<file path="src/rtl/pipeline_hazard_ctrl_if.sv">
// rtl/pipeline_hazard_ctrl_if.sv - pipeline status and hazard control signal bundle
// master = hazard controller, slave = pipeline datapath / data-memory side.
interface pipeline_hazard_ctrl_if;
   logic [4:0] id_rs1;
   logic [4:0] id_rs2;
   logic       idex_memread;
   logic [4:0] idex_rd;
   logic       exmem_branch;
   logic       exmem_zero;
   logic       exmem_memread;
   logic       exmem_memwrite;
   logic       dmem_ready;
   logic       pc_write;
   logic       pc_src;
   logic       ifid_write;
   logic       ifid_flush;
   logic       idex_write;
   logic       idex_flush;
   logic       exmem_write;
   logic       exmem_flush;
   logic       memwb_bubble;
   logic       dmem_req;
   logic       mem_stall;
   logic       mem_err;

   modport master (
      input  id_rs1, id_rs2, idex_memread, idex_rd, exmem_branch, exmem_zero,
             exmem_memread, exmem_memwrite, dmem_ready,
      output pc_write, pc_src, ifid_write, ifid_flush, idex_write, idex_flush,
             exmem_write, exmem_flush, memwb_bubble, dmem_req, mem_stall, mem_err
   );

   modport slave (
      output id_rs1, id_rs2, idex_memread, idex_rd, exmem_branch, exmem_zero,
             exmem_memread, exmem_memwrite, dmem_ready,
      input  pc_write, pc_src, ifid_write, ifid_flush, idex_write, idex_flush,
             exmem_write, exmem_flush, memwb_bubble, dmem_req, mem_stall, mem_err
   );
endinterface

</file>
<file path="src/rtl/pipeline_hazard_ctrl.sv">
// rtl/pipeline_hazard_ctrl.sv - 5-stage pipeline stall/flush/freeze sequencer
// Optional performance counters enabled by defining HAZARD_PERF_CNT_EN.
module pipeline_hazard_ctrl #(
   parameter int MEM_TIMEOUT = 15,
   parameter int CNT_W       = 32
) (
   input  logic                    clk,
   input  logic                    reset,
   pipeline_hazard_ctrl_if.master  hz
`ifdef HAZARD_PERF_CNT_EN
   ,
   output logic [CNT_W-1:0]        stall_cycles,
   output logic [CNT_W-1:0]        flush_events,
   output logic [CNT_W-1:0]        mem_wait_cycles
`endif
);

   localparam int WCW = (MEM_TIMEOUT < 1) ? 1 : $clog2(MEM_TIMEOUT + 1);

   typedef enum logic {RUN, MEM_WAIT} state_t;

   state_t         state;
   logic [WCW-1:0] wait_cnt;
   logic           mem_err_q;

   logic memop;
   logic timeout;
   logic freeze;
   logic br_taken;
   logic lu_hazard;
   logic lu_stall;

   assign memop   = hz.exmem_memread | hz.exmem_memwrite;
   assign timeout = (wait_cnt == WCW'(MEM_TIMEOUT));

   // A timed-out access releases the pipeline as if it had completed.
   always_comb begin
      freeze = 1'b0;
      if (state == RUN)
         freeze = memop & ~hz.dmem_ready;
      else
         freeze = ~hz.dmem_ready & ~timeout;
   end

   assign br_taken  = ~freeze & hz.exmem_branch & hz.exmem_zero;
   assign lu_hazard = hz.idex_memread & (hz.idex_rd != 5'd0) &
                      ((hz.idex_rd == hz.id_rs1) | (hz.idex_rd == hz.id_rs2));
   assign lu_stall  = ~freeze & ~br_taken & lu_hazard;

   always_comb begin
      hz.pc_write     = 1'b1;
      hz.pc_src       = 1'b0;
      hz.ifid_write   = 1'b1;
      hz.ifid_flush   = 1'b0;
      hz.idex_write   = 1'b1;
      hz.idex_flush   = 1'b0;
      hz.exmem_write  = 1'b1;
      hz.exmem_flush  = 1'b0;
      hz.memwb_bubble = 1'b0;
      hz.dmem_req     = memop;
      if (reset) begin
         hz.pc_write     = 1'b0;
         hz.ifid_write   = 1'b0;
         hz.ifid_flush   = 1'b1;
         hz.idex_write   = 1'b0;
         hz.idex_flush   = 1'b1;
         hz.exmem_write  = 1'b0;
         hz.exmem_flush  = 1'b1;
         hz.memwb_bubble = 1'b1;
         hz.dmem_req     = 1'b0;
      end else if (freeze) begin
         hz.pc_write     = 1'b0;
         hz.ifid_write   = 1'b0;
         hz.idex_write   = 1'b0;
         hz.exmem_write  = 1'b0;
         hz.memwb_bubble = 1'b1;
      end else if (br_taken) begin
         hz.pc_src      = 1'b1;
         hz.ifid_flush  = 1'b1;
         hz.idex_flush  = 1'b1;
         hz.exmem_flush = 1'b1;
      end else if (lu_stall) begin
         hz.pc_write   = 1'b0;
         hz.ifid_write = 1'b0;
         hz.idex_flush = 1'b1;
      end
   end

   assign hz.mem_stall = (state == MEM_WAIT);
   assign hz.mem_err   = mem_err_q;

   always_ff @(posedge clk) begin
      if (reset) begin
         state     <= RUN;
         wait_cnt  <= '0;
         mem_err_q <= 1'b0;
      end else begin
         case (state)
            RUN: begin
               if (memop && !hz.dmem_ready) begin
                  state    <= MEM_WAIT;
                  wait_cnt <= WCW'(1);
               end
            end
            MEM_WAIT: begin
               if (hz.dmem_ready) begin
                  state    <= RUN;
                  wait_cnt <= '0;
               end else if (timeout) begin
                  state     <= RUN;
                  wait_cnt  <= '0;
                  mem_err_q <= 1'b1;
               end else begin
                  wait_cnt <= wait_cnt + WCW'(1);
               end
            end
            default: begin
               state    <= RUN;
               wait_cnt <= '0;
            end
         endcase
      end
   end

`ifdef HAZARD_PERF_CNT_EN
   always_ff @(posedge clk) begin
      if (reset) begin
         stall_cycles    <= '0;
         flush_events    <= '0;
         mem_wait_cycles <= '0;
      end else begin
         if (lu_stall) stall_cycles    <= stall_cycles + CNT_W'(1);
         if (br_taken) flush_events    <= flush_events + CNT_W'(1);
         if (freeze)   mem_wait_cycles <= mem_wait_cycles + CNT_W'(1);
      end
   end
`endif

endmodule

</file>
<file path="src/flat_wrapper.sv">
// flat-port wrapper written by rule: the top's interface ports become plain ports
module pipeline_hazard_ctrl_flat 
#(
   parameter int MEM_TIMEOUT = 15,
   parameter int CNT_W       = 32
)
  (clk, reset, hz_id_rs1, hz_id_rs2, hz_idex_memread, hz_idex_rd, hz_exmem_branch, hz_exmem_zero, hz_exmem_memread, hz_exmem_memwrite, hz_dmem_ready, hz_pc_write, hz_pc_src, hz_ifid_write, hz_ifid_flush, hz_idex_write, hz_idex_flush, hz_exmem_write, hz_exmem_flush, hz_memwb_bubble, hz_dmem_req, hz_mem_stall, hz_mem_err);
  pipeline_hazard_ctrl_if hz_i ();
  input  logic clk;
  input  logic reset;
  input wire logic [$bits(hz_i.id_rs1)-1:0] hz_id_rs1;
  input wire logic [$bits(hz_i.id_rs2)-1:0] hz_id_rs2;
  input wire logic [$bits(hz_i.idex_memread)-1:0] hz_idex_memread;
  input wire logic [$bits(hz_i.idex_rd)-1:0] hz_idex_rd;
  input wire logic [$bits(hz_i.exmem_branch)-1:0] hz_exmem_branch;
  input wire logic [$bits(hz_i.exmem_zero)-1:0] hz_exmem_zero;
  input wire logic [$bits(hz_i.exmem_memread)-1:0] hz_exmem_memread;
  input wire logic [$bits(hz_i.exmem_memwrite)-1:0] hz_exmem_memwrite;
  input wire logic [$bits(hz_i.dmem_ready)-1:0] hz_dmem_ready;
  output wire logic [$bits(hz_i.pc_write)-1:0] hz_pc_write;
  output wire logic [$bits(hz_i.pc_src)-1:0] hz_pc_src;
  output wire logic [$bits(hz_i.ifid_write)-1:0] hz_ifid_write;
  output wire logic [$bits(hz_i.ifid_flush)-1:0] hz_ifid_flush;
  output wire logic [$bits(hz_i.idex_write)-1:0] hz_idex_write;
  output wire logic [$bits(hz_i.idex_flush)-1:0] hz_idex_flush;
  output wire logic [$bits(hz_i.exmem_write)-1:0] hz_exmem_write;
  output wire logic [$bits(hz_i.exmem_flush)-1:0] hz_exmem_flush;
  output wire logic [$bits(hz_i.memwb_bubble)-1:0] hz_memwb_bubble;
  output wire logic [$bits(hz_i.dmem_req)-1:0] hz_dmem_req;
  output wire logic [$bits(hz_i.mem_stall)-1:0] hz_mem_stall;
  output wire logic [$bits(hz_i.mem_err)-1:0] hz_mem_err;
  assign hz_i.id_rs1 = hz_id_rs1;
  assign hz_i.id_rs2 = hz_id_rs2;
  assign hz_i.idex_memread = hz_idex_memread;
  assign hz_i.idex_rd = hz_idex_rd;
  assign hz_i.exmem_branch = hz_exmem_branch;
  assign hz_i.exmem_zero = hz_exmem_zero;
  assign hz_i.exmem_memread = hz_exmem_memread;
  assign hz_i.exmem_memwrite = hz_exmem_memwrite;
  assign hz_i.dmem_ready = hz_dmem_ready;
  assign hz_pc_write = hz_i.pc_write;
  assign hz_pc_src = hz_i.pc_src;
  assign hz_ifid_write = hz_i.ifid_write;
  assign hz_ifid_flush = hz_i.ifid_flush;
  assign hz_idex_write = hz_i.idex_write;
  assign hz_idex_flush = hz_i.idex_flush;
  assign hz_exmem_write = hz_i.exmem_write;
  assign hz_exmem_flush = hz_i.exmem_flush;
  assign hz_memwb_bubble = hz_i.memwb_bubble;
  assign hz_dmem_req = hz_i.dmem_req;
  assign hz_mem_stall = hz_i.mem_stall;
  assign hz_mem_err = hz_i.mem_err;
  pipeline_hazard_ctrl #(.MEM_TIMEOUT(MEM_TIMEOUT), .CNT_W(CNT_W)) u_core (.clk(clk), .reset(reset), .hz(hz_i));
endmodule
</file>
<file path="config.mk">
export PLATFORM = sky130hd
export DESIGN_NAME = pipeline_hazard_ctrl_flat
export DESIGN_NICKNAME = d
export VERILOG_FILES = /design/src/rtl/pipeline_hazard_ctrl_if.sv /design/src/rtl/pipeline_hazard_ctrl.sv /design/src/flat_wrapper.sv
export SDC_FILE = /design/constraint.sdc
export NUM_CORES = 1
export LEC_CHECK = 0
export ABC_AREA = 1
export BUFFER_PORTS_ARGS = -buffer_cell sky130_fd_sc_hd__buf_2
export CORE_MARGIN = 2
export CORE_UTILIZATION = 45
export DETAILED_ROUTE_END_ITERATION = 12
export PLACE_DENSITY = 0.79
export SETUP_SLACK_MARGIN = 0.15
export SLEW_MARGIN = 5
export SYNTH_ARGS = -nofsm -noshare
export SYNTH_HDL_FRONTEND = slang
export SYNTH_SLANG_ARGS = --single-unit
</file>
<file path="constraint.sdc">
create_clock -name clk -period 2.62 [get_ports clk]
set_input_delay 0.262 -clock clk [delete_from_list [all_inputs] [get_ports clk]]
set_output_delay 0.262 -clock clk [all_outputs]
set_load 0.01 [all_outputs]
</file>
==> results of run 1 <==
cell type report:
class,instances,share of cell area (%)
Multi-Input combinational cell,74,49.5
Timing Repair Buffer,34,21.9
Sequential cell,6,15.5
Inverter,16,7.74
Clock buffer,3,2.90
Tap cell,15,2.42
Yosys cell counts (2+ instances only):
cell	n	area (µm²)
sky130_fd_sc_hd__a21oi_1	2	10.0
sky130_fd_sc_hd__a21oi_2	2	17.5
sky130_fd_sc_hd__buf_4	3	22.5
sky130_fd_sc_hd__dfxtp_1	6	120
sky130_fd_sc_hd__inv_1	13	48.8
sky130_fd_sc_hd__inv_2	3	11.3
sky130_fd_sc_hd__nand2_1	28	105
sky130_fd_sc_hd__nand2_2	5	31.3
sky130_fd_sc_hd__nand3_1	4	20.0
sky130_fd_sc_hd__nand4_1	2	12.5
sky130_fd_sc_hd__nor2_1	19	71.3
sky130_fd_sc_hd__nor2_4	2	22.5
sky130_fd_sc_hd__xnor2_1	2	17.5
metrics by stage:
step           cell area [µm²]  power (W)
4_1_cts                    776   0.000279
5_1_grt                    776   0.000297
6_report                   776   0.000273
2_1_floorplan              598   0.000160
3_5_place_dp               753   0.000193
3_3_place_gp               753   0.000191
per-layer routing:
layer  global-route usage, %  wire [µm]  up-vias
li1                        -          -      372
met1                    22.2        615      269
met2                    37.3        544       25
met3                    6.67         91        0
met4                       0          0        0
met5                       0          0        -
path summary, 6_finish.rpt:
kind                         end
max                hz_idex_flush
min           u_core.wait_cnt[3]
max reg2reg  u_core.hz.mem_stall
min reg2reg    u_core.hz.mem_err
cells by family after synthesis:
| group | after synthesis |
|---|---|
| and+or+nand+nor | 63 |
| buffers and inverters | 20 |
| AOI/OAI and AO/OA | 8 |
| DFF | 6 |
| xor gates and xnor gates | 2 |
| adders and majority gates | 1 |
power by group:
part	internal [W]	switching, W
sequential	0.0000946	0.00000419
clock	0.0000517	0.0000313
combinational	0.0000403	0.0000512
state kept, by name (all words and copies together), names as in the netlist:
| name | flops |
|---|---|
| u_core.hz.mem_err | 1 |
| u_core.wait_cnt | 4 |
| u_core.hz.mem_stall | 1 |
==> run summary, run 1 <==
Counting cells, the worst reg-to-reg path comes to 6. The startpoint identified for the worst register-to-register timing path is u_core.wait_cnt[0]. The storage element area is ~120 µm². For this run, asynchronously set or reset flops after synthesis account for 0%. After synthesis, the largest family of logic cells by area is simple AND/OR/NAND/NOR gates.

Once placement completed, the tool counted placed cells totaling ~150. The critical path buffer and inverter count came out at 2. The total global-route track usage came out at 19.7%. The share of cell area taken by muxes after synthesis came out at 0%.

The number of resized instances in the post-cts repair step is 0. The kind of start point of the critical path is a register. The number of antenna diodes in the final layout is 0. The part of the Yosys area used for sequential elements is 20.1%. The number of clock buffers inserted by TritonCTS is 3. The I/O pin count came out at 35. The via count of the first global-routing pass was 621.

The horizontal die dimension is between 40 and 50 µm. The clock tree from TritonCTS is yes. The worst hold path begins at reset. The total negative setup slack came out at 0 ns. The critical path capture point type is an output port. The count of cells along the worst hold path is 2. The region available for standard cell placement spans 1270 µm².

The post-route antenna net violation count came out at 0. Dividing total power by cell area gives a power density of approximately 350 nW/µm². The pre-CTS worst setup slack is 1.09 ns. The critical path depth in cells came out at 8.

The total number of H-tree levels is 1. The run finished with clean final reports. In this run the post-CTS setup repair buffer count came out at 0. Data on the critical path is required at its endpoint by 2.36 ns. The multi-input logic area came out at 384 µm². The worst setup path is of the register to output port kind. The number of filler instances in the final layout is 135.

Counting every instance in the synthesized netlist gives 100. Setup repair after global routing left no endpoint under its margin. The global placement routability congestion came out at ~0.84. Of all nets on the critical path, the largest fanout is 5. Leaving out fill and tap cells, the most frequent cell in the layout is sky130_fd_sc_hd__buf_2.

Among the stages of the critical path, the cell type that occurs most often is sky130_fd_sc_hd__nand2_2. Entering global routing, the biggest net connects 9 pins. The maximum ir drop on the vdd rail is 0.335 mV. In this design, the largest share of critical-path delay is due to simple AND/OR/NAND/NOR gates. The reg2reg setup slack came out at 1.50 ns. The number of enable flip-flop cells after synthesis came out at 0. At the worst endpoint, the arrival time is 1.51 ns. The worst slew slack as a fraction of its limit came out at 85.9%. The largest individual stage delay along the critical path comes from the cell sky130_fd_sc_hd__dfxtp_1.

The number of distinct library cells after synthesis came out at 22. The simple logic cell fraction of the synthesized area came out at 49.8%. The wire length of the first global-routing pass came out at 2170 µm.

Dividing the final minimum period by the clock period gives 67.7%. The most critical setup path has its startpoint at u_core.wait_cnt[0]. On the final layout, the worst hold slack is 0.273 ns. The largest clock skew in the final design is a little over 0.0009 ns. The tree is rooted in a sky130_fd_sc_hd__clkbuf_4. The utilization after layout came out at roughly 61%.

The synthesized netlist net count came out at 124. The most used flip-flop cell after synthesis is sky130_fd_sc_hd__dfxtp_1. Traced cell by cell, the critical path runs through ha_1 > nand3_2 > nand2_2 > nand4_1 > nand2_2 > inv_2 > nand2_2 > buf_2. The number of standard cells in the final layout excluding fillers is around 150. The number of endpoints with negative hold slack in the final report is 0.

In the final layout, the share of cells above drive strength 1 is 39.1%. After detailed routing, the number of vias per cell comes to 4.50. The detailed-router iteration count before antenna repair came out at 4. The synthesized-area fraction occupied by xor and xnor cells came out at 2.93%. The floorplan die area came out at 1640 µm².

Detailed routing inserted a total of 666 vias. The number of nets in the finished design came out at 159. Clock latency on the worst-skew pair, taken at its later pin, is 0.24 ns. The initial DRC count came out at 6. The fraction of the mapped netlist area in compound gates is 9.41%. The register clock-pin slew on the reported worst setup and hold paths is ~0.040 ns. The quantity of hold-fixing buffers added after cts came out at 0. The transition time of the tightest slew-check pin is 0.211 ns. After synthesis the netlist holds a flip-flop and latch count of 6. In this run the worst hold path is classified as input port to register. The total wire length after detailed routing came out at approximately 1300 µm. The final number of max-transition violations came out at 0. The time the worst path needs with I/O delays and setup is 1.77 ns.

The largest buffer count on any clock path is 2. The wire-length estimate of the detail-placed layout is 1120 µm. The total DRC errors in the routed layout came out at 0. The netlist area before placement came out at 598 µm². The detail-routed net length per standard cell came out at 8.46 µm. The starting density of the core is between 40 and 50%.

The achievable frequency is between 500 and 600 MHz. The largest single stage delay on the critical path is about 0.40 ns. The total congestion overflow is 0.

The leakage power of the design came out at 0.457 nW. The floorplan row count is 13. The number of max-cap violations is 0. The synthesis-to-layout area growth came out at 29.7%. The clock sink count is 6. Leaving out fill and tap cells, the most frequent cells in the layout are sky130_fd_sc_hd__buf_2 (34), sky130_fd_sc_hd__nand2_1 (28), sky130_fd_sc_hd__nor2_1 (19).

After Yosys synthesis, full adders, half adders and majority gates account for 2.09% of the synthesized area. The mean area per synthesized cell is 5.98 µm². The worst setup slack after layout came out at ~0.85 ns.

The warning count from the yosys run came out at 0. The final setup violation count is 0. The quantity of I/O buffers inserted on ports came out at 34. The floorplan die height came out at ~40 µm. The initial antenna violation count is 0.
Power figures use the tool's default switching activity.
==> inputs of run 2 (changes only) <==
--- a/config.mk
+++ b/config.mk
@@ -5,12 +5,12 @@
 export SDC_FILE = /design/constraint.sdc
 export NUM_CORES = 1
 export LEC_CHECK = 0
-export ABC_AREA = 1
+export ABC_AREA = 0
 export BUFFER_PORTS_ARGS = -buffer_cell sky130_fd_sc_hd__buf_2
-export CORE_MARGIN = 2
-export CORE_UTILIZATION = 45
+export CORE_AREA = 2 2 39 41
 export DETAILED_ROUTE_END_ITERATION = 12
-export PLACE_DENSITY = 0.79
+export DIE_AREA = 0 0 41 43
+export PLACE_DENSITY = 0.71
 export SETUP_SLACK_MARGIN = 0.15
 export SLEW_MARGIN = 5
 export SYNTH_ARGS = -nofsm -noshare
==> constraint.sdc (replaced) <==
create_clock -name clk -period 1.7 [get_ports clk]
set_input_delay 0.17 -clock clk [delete_from_list [all_inputs] [get_ports clk]]
set_output_delay 0.17 -clock clk [all_outputs]
set_load 0.01 [all_outputs]
==> run 2 against run 1 <==
  * The run now ends with negative setup slack left
  * Global-route usage is 4.4 points lower
  * Combinational power is 57% higher
  * Final cell count is 21% lower
  * Highest routed layer unchanged
==> run summary, run 2 <==
The flow ran to the end, but the final reports show violations. The final reports fail on negative setup slack. The met3 track demand over resource in global routing is 2.09%. The detail-routed net length per standard cell is 10.6 µm.

The total instance count after detailed placement came out at 108. The layer flagged by global routing as most heavily used is met2. The cell area after placement came out at 686 µm².

The total core area is 1380 µm². In this run, the number of DRC markers left after iteration 0 of detailed routing was 7. The floorplan die height is 43 µm. The via total after detailed routing is roughly 570. The largest clock skew in the final design is 0.00226 ns. The number of enable flip-flop cells after synthesis is 0.

The final layout contains routed wiring with a total length of 1240 µm. The number of endpoints with negative hold slack in the final report is 0. The floorplan die area is 1760 µm². Summed over all layers, the global routing overflow is 0.

The quantity of hold-fixing buffers added after cts came out at 0. By count the netlist is led by sky130_fd_sc_hd__xnor2_1 (10), sky130_fd_sc_hd__nor2_1 (8), sky130_fd_sc_hd__dfxtp_1 (6), sky130_fd_sc_hd__a21oi_1 (5), sky130_fd_sc_hd__nand2_1 (4). The synthesis-to-layout area growth came out at 59.4%. Sorting the synthesized cells by area gives the leading types as sky130_fd_sc_hd__dfxtp_1 (24%), sky130_fd_sc_hd__xnor2_1 (18%), sky130_fd_sc_hd__nor2_1 (6.0%), sky130_fd_sc_hd__a21oi_1 (5.0%), sky130_fd_sc_hd__buf_4 (4.5%). The number of max-cap violations is 0. The post-DP HPWL came out at 976 µm.

The total of flip-flops plus latches after synthesis came out at 6. Entering global routing, the biggest net connects 10 pins. The initial antenna violation count is 0.

The starting density of the core is 36.1%. In this run the cell area of the synthesized design comes to 499 µm². The horizontal die dimension is between 40 and 50 µm.

The number of standard cells in the final layout excluding fillers is 117. The part of the total power dissipated in combinational logic is 33.9%. The final antenna diode count is 0. The largest fanout on the critical path came out at 4. Averaged over all synthesized cells, the footprint is 8.05 µm². The number of clock buffers inserted by TritonCTS is 3. The number of distinct library cells after synthesis came out at 27. Clock-pin slew was measured on the worst setup and hold paths at 0.05 ns. The achievable frequency is 566 MHz. The worst setup slack after layout came out at -0.0668 ns. The detailed-router iteration count before antenna repair came out at 4.

The final setup violation count came out at 6. IR analysis of the VDD net gives a maximum drop of 0.300 mV. The floorplan has 14 rows. Setup repair after global routing could not meet its margin everywhere.

In this run switching power makes up between 20 and 30% of total power. The switching power total came out at 0.000124 W. Cells with a size suffix above 1 make up between 50 and 60% of the layout. During I/O placement, the number of pins put on the boundary was 35. The internal cell power is 0.000301 W. The leakage power of the design came out at 0.376 nW. Input and output buffers added on the ports amount to 34. The clock tree from TritonCTS is yes. The transition time of the tightest slew-check pin is between 0.3 and 0.4 ns. The wire length of the first global-routing pass is between 1500 and 2000 µm. The area fraction of the dominant cell type after synthesis came out at 24.1%.

The required time of the worst setup path came out at 1.53 ns. For this run, the leading register cell type out of synthesis is sky130_fd_sc_hd__dfxtp_1. More flip-flops sit in one register than any other, and that register is u_core.wait_cnt. Using the TritonRoute via totals, the vias-per-cell ratio works out to 4.84. Global routing consumed, on the met1 layer, 19.6% of the routing resources. The most common cell in the synthesized netlist is sky130_fd_sc_hd__xnor2_1. The most common library cell in the layout ignoring fill and taps is sky130_fd_sc_hd__buf_2. The cell at the root of the clock tree is sky130_fd_sc_hd__clkbuf_4. STA classifies the critical path endpoint as an output port. The largest buffer count on any clock path is 2.

The met2 usage in global routing came out at 24.4%. The worst slew slack as a fraction of its limit is 76.5%. The global placement routability congestion came out at around 0.7. Sequential cells account for 35.0% of the total power. The areal power density over the cells came out at between 500 and 600 nW/µm². Global routing used 15.3% of the available tracks. In this run the number of H-tree levels came out at 1. The critical path is of the register to output port type. The warning count from the yosys run is 0.

Leaving out fill and tap cells, the most frequent cells in the layout are sky130_fd_sc_hd__buf_2 (30), sky130_fd_sc_hd__xnor2_1 (10), sky130_fd_sc_hd__nor2_1 (7). STA puts the critical path data arrival time at between 1.5 and 2 ns. The number of nets in the synthesized netlist is 86. Counting I/O delays and the setup requirement, the final critical path takes 1.77 ns. Clock tree synthesis found a total of 6 sinks. The via count of the first global-routing pass is 506.

The tightest min-delay check is of the input port to register type. The worst setup path is launched from a register. The post-route cell area came out at 796 µm². The register with the most flip-flops in the layout has 4 of them. The synthesized instance count came out at a little over 60. The post-route antenna net violation count is 0. The final clock period utilization by the worst path is 104%. Summing the sequential cell areas from Yosys gives 24.1% of the chip area. The reg2reg setup slack came out at 0.36 ns. The clock latency on the worst-skew pair is 0.24 ns.

For this run, asynchronously set or reset flops after synthesis account for 0%. The final number of max-transition violations is 0. The part of the power in the clock network came out at 31.1%. The total DRC errors in the routed layout is 0.

The biggest area contributor in the post-synthesis netlist is sky130_fd_sc_hd__dfxtp_1. The number of nets in the finished design came out at between 100 and 150. After routing, the total negative slack on setup checks comes to -0.213 ns.
run 2: critical path: stages (launching register included):
cell and delay, ns:
sky130_fd_sc_hd__dfxtp_4 0.35, sky130_fd_sc_hd__ha_4 0.15, sky130_fd_sc_hd__and3_4 0.18, sky130_fd_sc_hd__a211oi_4 0.25, sky130_fd_sc_hd__o21bai_1 0.13, sky130_fd_sc_hd__a21o_1 0.16
sky130_fd_sc_hd__buf_2 0.13
run 2: worst paths after layout:
check,start,endpoint,depth (start not counted)
min reg2reg,u_core.hz.mem_err,u_core.hz.mem_err,2
max,u_core.wait_cnt[0],hz_idex_flush,6
min,reset,u_core.wait_cnt[0],2
max reg2reg,u_core.wait_cnt[0],u_core.wait_cnt[3],7
run 2: power by group through the flow:
stage | sequential (W) | clock, W | combinational (W)
2_1_floorplan | 0.000153 | 0 | 0.0000801
3_3_place_gp | 0.000153 | 0 | 0.000128
3_5_place_dp | 0.000154 | 0 | 0.000130
4_1_cts | 0.000149 | 0.000136 | 0.000143
5_1_grt | 0.000149 | 0.000147 | 0.000159
6_report | 0.000149 | 0.000132 | 0.000144
run 2: timing repair:
action                     in CTS  in global routing
pin swaps                       4                  0
gates resized for setup         7                  2
setup endpoints to repair       9                  9
hold endpoints to repair        0                  0
setup buffers                   4                  2
run 2: area by class of cell:
type / instances / area, µm²
Fill cell: 130 / 588
Multi-Input combinational cell: 51 / 382
Sequential cell: 6 / 128
Inverter: 1 / 3.75
Clock buffer: 3 / 22.5
Timing Repair Buffer: 40 / 240
Tap cell: 16 / 20.0
run 2: per-layer routing:
metal  up-vias  routed length (µm)
met4         0                   0
met1       259                 513
met5         -                   0
met3         0                  55
li1        292                   -
met2        15                 670
run 2: logic make-up (layout without fill, tap and decap cells):
family	count (synthesis)	in the layout	share of synthesized area (%)
AO/OA/AOI/OAI	16	16	24.1
AND/OR/NAND/NOR	23	23	23.8
XOR/XNOR	11	11	19.3
buffers and inverters	5	44	6.26
adder cells (fa/ha/maj)	1	1	2.51
flip-flops	6	6	24.1
run 2: through the flow:
stage	power [W]	hold slack [ns]	util [%]	setup WS, ns
2_1_floorplan	0.000233	0.344	-	0.161
3_3_place_gp	0.000281	0.456	49.5	0.153
3_5_place_dp	0.000283	0.452	49.5	0.118
4_1_cts	0.000428	0.193	55.8	-0.0594
5_1_grt	0.000455	0.212	57.5	-0.163
6_report	0.000425	0.197	57.5	-0.0668
